==> src/rtl/stroke_sequencer.sv <==
// Stroke sequencer: walks a digit's stroke ROM segment by segment, driving the pen servo and
// handing each segment to the line-motion controller. Optional macro PEN_SETTLE_EN adds the servo settle wait.
module stroke_sequencer #(
  parameter int unsigned IDX_W         = 5,
  parameter int unsigned COORD_W       = 8,
  parameter int unsigned SETTLE_CYCLES = 1000000
) (
  input  logic               clk,
  input  logic               rst_n,
  input  logic               start,
  input  logic               abort,
  input  logic [IDX_W-1:0]   seg_count,
  output logic [IDX_W-1:0]   rom_idx,
  output logic               rom_en,
  input  logic [COORD_W-1:0] rom_start_x,
  input  logic [COORD_W-1:0] rom_start_y,
  input  logic [COORD_W-1:0] rom_end_x,
  input  logic [COORD_W-1:0] rom_end_y,
  input  logic               rom_pen_down,
  output logic               pen_cmd,
  output logic               mv_valid,
  input  logic               mv_ready,
  output logic [COORD_W-1:0] mv_x0,
  output logic [COORD_W-1:0] mv_y0,
  output logic [COORD_W-1:0] mv_x1,
  output logic [COORD_W-1:0] mv_y1,
  input  logic               mv_done,
  output logic               busy,
  output logic               done
);

  typedef enum logic [2:0] {
    IDLE   = 3'd0,
    FETCH  = 3'd1,
    SETTLE = 3'd2,
    ISSUE  = 3'd3,
    WAIT   = 3'd4,
    FINISH = 3'd5
  } state_t;

  state_t           state;
  state_t           state_nxt;
  logic [IDX_W-1:0] count;
  logic             last_seg;
  logic             pen_change;

  if (SETTLE_CYCLES < 1) begin : g_bad_settle
    $error("SETTLE_CYCLES must be at least 1");
  end

  assign last_seg   = (rom_idx == count - IDX_W'(1));
  assign pen_change = (rom_pen_down != pen_cmd);

`ifdef PEN_SETTLE_EN
  localparam int unsigned CNT_W = (SETTLE_CYCLES > 1) ? $clog2(SETTLE_CYCLES) : 1;

  logic [CNT_W-1:0] settle_cnt;

  // Loaded on the FETCH edge so SETTLE lasts exactly SETTLE_CYCLES cycles.
  always_ff @(posedge clk or negedge rst_n) begin
    if (!rst_n) begin
      settle_cnt <= '0;
    end else if (state == FETCH && pen_change) begin
      settle_cnt <= CNT_W'(SETTLE_CYCLES - 1);
    end else if (state == SETTLE && settle_cnt != '0) begin
      settle_cnt <= settle_cnt - CNT_W'(1);
    end
  end
`endif

  always_ff @(posedge clk or negedge rst_n) begin
    if (!rst_n) begin
      state <= IDLE;
    end else begin
      state <= state_nxt;
    end
  end

  always_comb begin
    state_nxt = state;
    rom_en    = 1'b0;
    mv_valid  = 1'b0;
    busy      = 1'b1;
    case (state)
      IDLE: begin
        busy = 1'b0;
        if (start && seg_count != '0) state_nxt = FETCH;
      end
      FETCH: begin
        rom_en = 1'b1;
`ifdef PEN_SETTLE_EN
        state_nxt = pen_change ? SETTLE : ISSUE;
`else
        state_nxt = ISSUE;
`endif
      end
`ifdef PEN_SETTLE_EN
      SETTLE: begin
        if (settle_cnt == '0) state_nxt = ISSUE;
      end
`endif
      ISSUE: begin
        mv_valid = 1'b1;
        if (mv_ready) state_nxt = WAIT;
      end
      WAIT: begin
        if (mv_done) state_nxt = last_seg ? FINISH : FETCH;
      end
      FINISH: begin
        state_nxt = IDLE;
      end
      default: begin
        state_nxt = IDLE;
      end
    endcase
    if (abort) state_nxt = IDLE;
  end

  // done is registered, so it lands in FINISH (or the cycle after a zero-length start).
  always_ff @(posedge clk or negedge rst_n) begin
    if (!rst_n) begin
      count   <= '0;
      rom_idx <= '0;
      pen_cmd <= 1'b0;
      mv_x0   <= '0;
      mv_y0   <= '0;
      mv_x1   <= '0;
      mv_y1   <= '0;
      done    <= 1'b0;
    end else begin
      done <= 1'b0;
      if (abort) begin
        rom_idx <= '0;
        pen_cmd <= 1'b0;
      end else begin
        case (state)
          IDLE: begin
            if (start) begin
              if (seg_count != '0) begin
                count   <= seg_count;
                rom_idx <= '0;
              end else begin
                done <= 1'b1;
              end
            end
          end
          FETCH: begin
            mv_x0   <= rom_start_x;
            mv_y0   <= rom_start_y;
            mv_x1   <= rom_end_x;
            mv_y1   <= rom_end_y;
            pen_cmd <= rom_pen_down;
          end
          WAIT: begin
            if (mv_done) begin
              if (last_seg) begin
                done    <= 1'b1;
                pen_cmd <= 1'b0;
              end else begin
                rom_idx <= rom_idx + IDX_W'(1);
              end
            end
          end
          default: begin
          end
        endcase
      end
    end
  end

endmodule

==> config.mk <==
export PLATFORM = sky130hd
export DESIGN_NAME = stroke_sequencer
export DESIGN_NICKNAME = d
export VERILOG_FILES = /design/src/rtl/stroke_sequencer.sv
export SDC_FILE = /design/constraint.sdc
export NUM_CORES = 1
export LEC_CHECK = 0
export CAP_MARGIN = 15
export CORE_ASPECT_RATIO = 1.75
export CORE_UTILIZATION = 38
export DETAILED_ROUTE_END_ITERATION = 6
export DONT_BUFFER_PORTS = 1
export PLACE_DENSITY_LB_ADDON = 0.25
export SLEW_MARGIN = 20
export SYNTH_ARGS = -nofsm -noshare
export SYNTH_HDL_FRONTEND = slang
export SYNTH_SLANG_ARGS = --single-unit
export TNS_END_PERCENT = 100
==> constraint.sdc <==
create_clock -name clk -period 4.95 [get_ports clk]
set_input_delay 1.2375 -clock clk [delete_from_list [all_inputs] [get_ports clk]]
set_output_delay 1.2375 -clock clk [all_outputs]
set_load 0.05 [all_outputs]
# Word level (Yosys, flattened, before mapping)
# Index checks and enable logic that the tools add are counted.
op_classes:
  addsub: 2
  n_eq_ne: 11
  muxes: 25
  bitwise: 1
  n_reduce_logical: 10
ops:
  columns: ["operator", "n"]
  rows:
  - ["2-to-1 mux 5 bit", 5]
  - ["inequality test 3 bit, second input constant", 7]
  - ["2-to-1 mux 3 bit", 5]
  - ["case mux 3 bit (4 select lines)", 1]
  - ["2-to-1 mux 1 bit", 11]
  - ["case mux 5 bit (2 select lines)", 1]
  - ["AND reduction 3 bit", 2]
  - ["nonzero test 3 bit", 2]
  - ["adder 5 x 1 -> 5 bit, second input constant", 1]
  - ["equality test 5 bit", 1]
  - ["AND reduction 5 bit", 1]
  - ["nonzero test 5 bit", 1]
  - ["subtractor 5 x 1 -> 5 bit, second input constant", 1]
  - ["case mux 1 bit (2 select lines)", 2]
  - ["AND reduction 4 bit", 1]
  - ["equality test 3 x 1 -> 1 bit, second input constant", 1]
  - ["equality test 3 x 2 -> 1 bit, second input constant", 1]
  - ["equality test 3 bit, second input constant", 1]
  - ["logical NOT 3 bit", 1]
  - ["AND reduction 2 bit", 1]
  - ["logical AND 1 bit", 1]
  - ["inverter 1 bit", 1]
word_totals:
  register_bits: 47
  in_bits: 44
  out_inout_bits: 42
  wordCells: 58

# Depth between registers and ports, before layout
# Gate-level depths: netlist of the first run.
depth:
  ltp_word: 6
  ltp_mapped: 7
  ltp_nobuf: 7

# Least setup slack after synthesis of the first run
# OpenSTA, ideal clock, no wires.
synth_path:
  path_kind: "flip-flop to output port"
  start: "reg state[2]"
  end: "out rom_en"
  arrival_time_ns: 1.347
  required_ns: 3.713
  setup_slack_ns: 2.365
  path_stages_with_launch: 3
  cell_sequence: "dfrtp_1 nand2b_1 nor2_1"
synth_via:
  elab_chain_cells: 2
synth_lines:
  columns: ["element", "line", "rtl"]
  rows:
  - ["from (decl)", "41", "state_t state;"]
  - ["from (signal assigned)", "75", "state <= state_nxt;"]
  - ["equality test 3 x 1 -> 1 bit", "84", "case (state)"]
  - ["2-to-1 mux 1 bit", "84", null]
  - ["to (decl)", "14", "output logic rom_en,"]
# No other way between the ends.

# Worst setup path after layout of the first run
# Same ends and word-level chain as after synthesis.

==> flow_summary.ini, run 1 <==
[run_status]
outcome = finished, final reports clean

[setup_path]
critPathRequiredTime_ps = 3710
path_class = reg -> out
worstSetupStartpointType = flop
critPathCaptureType = output pin
max_stage_delay_ps = 810
critPathMaxFanout = 15
cpMaxStageDelayCell = nor2_1
r2r_cells = 4
cp.arrival_ps = 1980
path_cells = nand2b_1 -> nor2_1

[sta]
grt_setup_unrepaired = no
hold-worst-slack_ps = 535
max_freq_mhz = 311
finalSetupViolations = 0
period_minus_slack_ps = 3220
finalClockSkew_ps = 8.55
period_share_pct = 65.0
drv_slew = 0
maxSlewHeadroom_pct = 32.0
setup_tns_ps = 0
tightest_slew_ps = 1020
final-hold-violation-count = 0

[run]
drv_cap = 0

[grt]
grt_pass1_wl_um = 7020
grt_overflow = 0
grt_max_degree = 48
grt_pass1_vias = 1451
grt_use_total_pct = 16.1
antenna_found_initial = 0

[cts]
htree_levels = 2
cts_tree = yes
clock_latency_ps = 290
path_clk_slew_ps = 90
post-cts-setup-buffers = 0
cts_hold_buf = 0
cts_max_path_buffers = 2
cts-resized-gates = 0
numCtsBuffers = 5
clockRootBuffer = clkbuf_8
cts.sink_count = 47

[die]
start_util_pct = 39.9
rows = 35
fp.dieH_um = 101
die_area_um2 = 5870
core-area_um2 = 5300
num_io_pins = 86
die_x_um = 58.4

[detailed_routing]
routed_wirelength_um = 4450
drtIter0Drc = 78
drc_errors = 0
first_pass_iters = 4
via_per_inst = 5.53
num_vias = 1299
detail-route-antenna-nets = 0
avgRoutedWirePerCell_um = 19.0

[power_and_ir_drop]
p_seq_share_pct = 67.1
swShare_pct = 44.3
powerDensity_nw_per_um2 = 513
power_frac_clock_pct = 18.1
internal_power_uw = 649
p_switching_uw = 516
peakVddDrop_mv = 0.213
p_comb_share_pct = 14.8
p_leak_nw = 0.915

[synthesis]
syn-num-nets = 205
avgSynthCellArea_um2 = 13.3
synth_warnings = 0
syn_area_um2 = 2110
ys_types = 42
syn-instance-count = 159
ys_seq_area_share_pct = 55.7
synth_edf_count = 0
synth_ff_type = dfrtp_1
synthArstFlopShare_pct = 100
ys_seq_elements = 47

[place]
gp_congestion = 0.858
port_buffers = 0
dp_hpwl_um = 3280

[finish]
syn_to_final_growth_pct = 7.58
final_common_cell = dfrtp_1
fin_nets = 208
final_layout_size_suffix_gt1_share_pct = 30.4
diodes = 0
mostFrequentLayoutCells = dfrtp_1, mux2_2, xnor2_1

[hold_path]
hp-class = reg -> reg
hold_depth = 1
[path summary, 6_finish.rpt]
| path | endpoint | startpoint | slack [ps] |
|---|---|---|---|
| min in group asynchronous | pen_cmd | rst_n | 630 |
| max in group asynchronous | mv_x0[4] | rst_n | 4230 |
| max reg2reg | pen_cmd | state[2] | 2760 |
| min | count[4] | count[4] | 530 |
| max | rom_en | state[2] | 1730 |
| min reg2reg | count[4] | count[4] | 530 |
[cell usage after synthesis, types with 2 or more instances]
library cell,number,area share [%]
dfrtp_1,47,56
mux2_2,35,19
xnor2_1,6,2.5
inv_1,5,0.89
nand3_1,5,1.2
nor2_1,5,0.89
a21oi_1,4,0.95
nor2b_1,4,1.2
buf_2,3,0.71
nand2_1,3,0.53
nand4_1,3,0.89
nor3_1,3,0.71
o21ai_1,3,0.71
clkbuf_1,2,0.36
ha_1,2,1.2
mux2_1,2,1.1
xor2_1,2,0.83
[final cells by class]
class                      count  area (um^2)
timing repair buffer           1         7.51
sequential                    47         1180
clock inverter                 1         7.51
fill                         497         3030
tap                           74         92.6
inverter                       5         18.8
multi-input combinational    102          901
clock buffer                   5         68.8
[power groups by stage]
stage | clock network (mW) | logic, mW | registers, mW
global route | 0.235 | 0.189 | 0.793
CTS | 0.222 | 0.174 | 0.784
global placement | 0 | 0.168 | 0.790
floorplan | 0 | 0.154 | 0.770
detailed placement | 0 | 0.175 | 0.789
finish | 0.211 | 0.172 | 0.781
[state kept, by name, summed over array words and instances (netlist names)]
| name | cells |
|---|---|
| count | 5 |
| done | 1 |
| mv_x0 | 8 |
| mv_x1 | 8 |
| mv_y0 | 8 |
| mv_y1 | 8 |
| pen_cmd | 1 |
| rom_idx | 5 |
| state | 3 |
[critical path: cells and delay by family (launching register included)]
| kind | cells | cell delay (ps) |
|---|---|---|
| and+or+nand+nor | 2 | 1130 |
| DFF | 1 | 560 |
[per-stage QoR]
step	power, mW	utilization [%]	area, um^2	std cells	setup slack [ps]
finish	1.17	42.9	2270	235	1730
global placement	0.958	41.4	2200	229	2140
CTS	1.18	42.9	2270	235	1750
floorplan	0.925	-	2110	159	2370
detailed placement	0.965	41.4	2200	229	2070
global route	1.22	42.9	2270	235	1630
[cell families after synthesis]
family,count (synthesis),synth area share [%]
and+or+nand+nor,34,9.95
adders and majority gates,2,1.18
muxes,37,19.7
AOI/OAI and AO/OA,21,8.18
buffers and inverters,10,1.95
xor gates and xnor gates,8,3.32
DFF,47,55.7
[layer usage]
layer | vias up | part of all wire, % | wire [um] | track usage [%]
met5 | - | 0 | 0 | 0
met4 | 0 | 3.1 | 140 | 8.61
met3 | 10 | 7.4 | 331 | 4.62
met2 | 68 | 56 | 2480 | 29.7
met1 | 637 | 34 | 1500 | 15.5
li1 | 584 | - | - | -
Power figures use the tool's default switching activity.
==> run 2: changes to the inputs <==
clock period = 3.1 ns   (was 4.95 ns; I/O delays follow)
==> flow_summary.ini, run 2 (synthesis results as in run 1) <==
[finish]
final_layout_size_suffix_gt1_share_pct = 32.5
final_common_cell = dfrtp_1
syn_to_final_growth_pct = 10.8
mostFrequentLayoutCells = dfrtp_1, mux2_2, xnor2_1, clkbuf_8
diodes = 0
fin_nets = 211

[sta]
finalSetupViolations = 0
finalClockSkew_ps = 6.39
period_share_pct = 78.8
maxSlewHeadroom_pct = 51.6
drv_slew = 0
max_freq_mhz = 409
grt_setup_unrepaired = no
final-hold-violation-count = 0
setup_tns_ps = 0
tightest_slew_ps = 726
period_minus_slack_ps = 2440

[detailed_routing]
first_pass_iters = 6
via_per_inst = 5.59
detail-route-antenna-nets = 0
routed_wirelength_um = 4390
avgRoutedWirePerCell_um = 18.3
drtIter0Drc = 97
drc_errors = 0
num_vias = 1341

[cts]
numCtsBuffers = 5
cts_tree = yes
htree_levels = 2
cts.sink_count = 47
post-cts-setup-buffers = 0
cts_max_path_buffers = 2
clockRootBuffer = clkbuf_8
cts-resized-gates = 0
path_clk_slew_ps = 90
clock_latency_ps = 300
cts_hold_buf = 0

[die]
rows = 35
start_util_pct = 39.9
core-area_um2 = 5300
fp.dieH_um = 101
die_area_um2 = 5870
die_x_um = 58.4
num_io_pins = 86

[setup_path]
critPathTopFamily = simple AND/OR/NAND/NOR gates
worst_r2r_endpoint = pen_cmd
path_cells = nand2b_1 -> nor2_1 -> buf_4
critPathMaxFanout = 15
cpMaxStageDelayCell = dfrtp_1
worstSetupStartpointType = flop
crit_start = state[2]
rrSetupSlack_ps = 920
critPathBufInv = 1
cp.depth = 3
max_stage_delay_ps = 560
cp.arrival_ps = 1670
rr_startpoint = rom_idx[0]
path_class = reg -> out
critPathRequiredTime_ps = 2320
r2r_cells = 5
critPathCaptureType = output pin

[grt]
grt_use_total_pct = 16.1
grt_max_degree = 48
grt_overflow = 0
antenna_found_initial = 0
grt_pass1_vias = 1418
grt_pass1_wl_um = 7000

[hold_path]
hp-class = in -> async

[power_and_ir_drop]
peakVddDrop_mv = 0.354
powerDensity_nw_per_um2 = 855
p_leak_nw = 0.957
power_mw = 2.00

[run_status]
outcome = finished, final reports clean

[place]
dp_hpwl_um = 3250
port_buffers = 0
gp_congestion = 0.810

[run]
drv_cap = 0
[run 2: layer usage]
metal | global-route usage, % | wire length, um
met5 | 0 | 0
met4 | 7.51 | 118
met3 | 3.72 | 268
met2 | 30.2 | 2460
met1 | 16.0 | 1540
[run 2: where the power goes]
part | internal, mW | switching, mW
Combinational | 0.151 | 0.128
Clock | 0.265 | 0.207
Sequential | 0.737 | 0.512
Total | 1.15 | 0.847
[run 2: worst max path at each step]
stage	to	slack, ps
floorplan	rom_en	980
global route	rom_en	580
global placement	rom_idx[3]	760
detailed placement	rom_idx[3]	740
CTS	rom_en	660
finish	rom_en	660
[run 2: final cells by class]
cell class | count | area [um^2]
Fill cell | 486 | 2960
Sequential cell | 47 | 1180
Clock buffer | 6 | 82.6
Timing Repair Buffer | 4 | 30.0
Multi-Input combinational cell | 102 | 901
Inverter | 5 | 18.8
Tap cell | 74 | 92.6
Clock inverter | 2 | 38.8
[run 2: per-stage QoR]
step	instances	setup slack (ps)	hold slack [ps]	util [%]	cell area (um^2)
2_1_floorplan	159	978	479	-	2110
3_3_place_gp	232	765	480	41.9	2220
3_5_place_dp	232	739	480	41.9	2220
4_1_cts	240	657	151	44.2	2340
5_1_grt	240	582	136	44.2	2340
6_report	240	658	162	44.2	2340
[run 2: worst reg2reg max path: stages, from the launching register on]
cell	delay [ps]
dfrtp_1	780
xor2_1	240
nand4_2	180
nor4_1	550
o21ai_1	120
a32o_1	210
==> run 3: changes to the inputs <==
clock period = 2.43 ns   (was 3.1 ns; I/O delays follow)
==> flow_summary.ini, run 3 (synthesis results as in run 1) <==
[place]
dpl_worst_slack_ps = 388
place_area_um2 = 2260
gp_congestion = 0.820
port_buffers = 0
dp_hpwl_um = 3420

[setup_path]
rrSetupSlack_ps = 370
path_class = reg -> out
cp.depth = 3
worstSetupStartpointType = flop
critPathRequiredTime_ps = 1820
crit_start = state[2]
cp.arrival_ps = 1680
worst_r2r_endpoint = rom_idx[3]
critPathBufInv = 1
r2r_cells = 7
critPathMaxFanout = 15
max_stage_delay_ps = 570
setup.worst_path.end = rom_en
critPathCaptureType = output pin
cpMaxStageDelayCell = dfrtp_1
critPathTopFamily = simple AND/OR/NAND/NOR gates
rr_startpoint = count[0]
path_cells = nand2b_1 -> nor2_1 -> buf_4

[die]
fp.dieH_um = 101
die_x_um = 58.4
start_util_pct = 39.9
rows = 35
die_area_um2 = 5870
num_io_pins = 86
core-area_um2 = 5300

[power_and_ir_drop]
p_switching_mw = 1.07
internal_power_mw = 1.33
power_mw = 2.40
powerDensity_nw_per_um2 = 1020
p_seq_share_pct = 66.2
p_comb_share_pct = 15.8
p_leak_nw = 0.971
swShare_pct = 44.5
power_frac_clock_pct = 17.9
peakVddDrop_mv = 0.471

[detailed_routing]
detail-route-antenna-nets = 0
num_vias = 1333
wl_met2_um = 2600
avgRoutedWirePerCell_um = 18.8
drc_errors = 0
drtIter0Drc = 98
wl_met1_um = 1570
routed_wirelength_um = 4600
first_pass_iters = 4
via_per_inst = 5.46
top_layer = met4
wl_met3_um = 356

[cts]
path_clk_slew_ps = 90
cts.sink_count = 47
htree_levels = 2
cts_max_path_buffers = 2
cts_tree = yes
numCtsBuffers = 5
clockRootBuffer = clkbuf_8
clock_latency_ps = 290

[run]
drv_cap = 0

[grt]
antenna_found_initial = 0
grt_use_total_pct = 16.8
grt_pass1_wl_um = 7280
grt_overflow = 0
grt_pass1_vias = 1458
grt_max_degree = 48

[finish]
multi_input_area_um2 = 901
mostFrequentLayoutCells = dfrtp_1, mux2_2, buf_4
diodes = 0
final_area_um2 = 2360
fin_nets = 217
final_common_cell = dfrtp_1
syn_to_final_growth_pct = 11.7
fillers = 482
seq_area_um2 = 1180
final_layout_size_suffix_gt1_share_pct = 34.1

[sta]
finalSetupViolations = 0
tightest_slew_ps = 500
grt_setup_unrepaired = no
finalWorstSetupSlack_ps = 145
max_freq_mhz = 438
period_share_pct = 94.0
finalClockSkew_ps = 7.04
setup_tns_ps = 0
drv_slew = 0
maxSlewHeadroom_pct = 66.3
period_minus_slack_ps = 2290
final-hold-violation-count = 0

[hold_path]
hp-class = in -> async

[run_status]
outcome = finished, final reports clean
## run 3: cell types whose count changed in the layout (fill, tap and decap cells not counted)
cell	change
inv_6	-1
clkinvlp_4	+1
buf_4	+5
bufinv_16	-1
buf_16	+1
clkbuf_8	-1
## run 3: stage by stage
step / cells / hold WS [ps] / utilization [%]
after floorplan: 159 / 312 / -
after global placement: 237 / 313 / 42.6
after detailed placement: 237 / 313 / 42.6
after CTS: 244 / 155 / 44.5
after global routing: 244 / 163 / 44.5
final: 244 / 159 / 44.5
## run 3: worst register-to-register path, delay by kind of cell (launching register included)
kind | cells | cell delay, ps
flops | 1 | 400
fa+ha+maj | 1 | 300
simple gates | 1 | 190
buf+inv | 1 | 60
xor+xnor | 1 | 160
compound gates | 3 | 830
## run 3: area by class of cell
| class | count | area share (%) |
|---|---|---|
| sequential | 47 | 49.8 |
| multi-input combinational | 102 | 38.2 |
| timing repair buffer | 10 | 4.03 |
| tap | 74 | 3.92 |
| clock buffer | 5 | 2.92 |
| inverter | 5 | 0.795 |
| clock inverter | 1 | 0.318 |
## run 3: power by group through the flow
stage | Clock [mW] | Combinational [mW] | Sequential, mW
final | 0.430 | 0.380 | 1.59
after global placement | 0 | 0.350 | 1.61
after CTS | 0.457 | 0.385 | 1.59
after floorplan | 0 | 0.314 | 1.57
after detailed placement | 0 | 0.365 | 1.61
after global routing | 0.476 | 0.413 | 1.61
## run 3: timing repair
item,4_1_cts,5_1_grt
hold buffers,1,0
buffers inserted,0,0
resized for setup,0,0
endpoints found under the hold margin,47,0
## run 3: worst min-delay path by stage
stage,to,depth (start not counted)
floorplan,count[0],0
global placement,state[1],0
detailed placement,state[1],0
CTS,pen_cmd,1
global route,rom_idx[1],1
finish,state[1],1
## run 3: layer usage
layer  vias up  track usage [%]
met5         -                0
met4         0             7.33
met1       656             16.7
met3         6             4.36
li1        599                -
met2        72             31.5
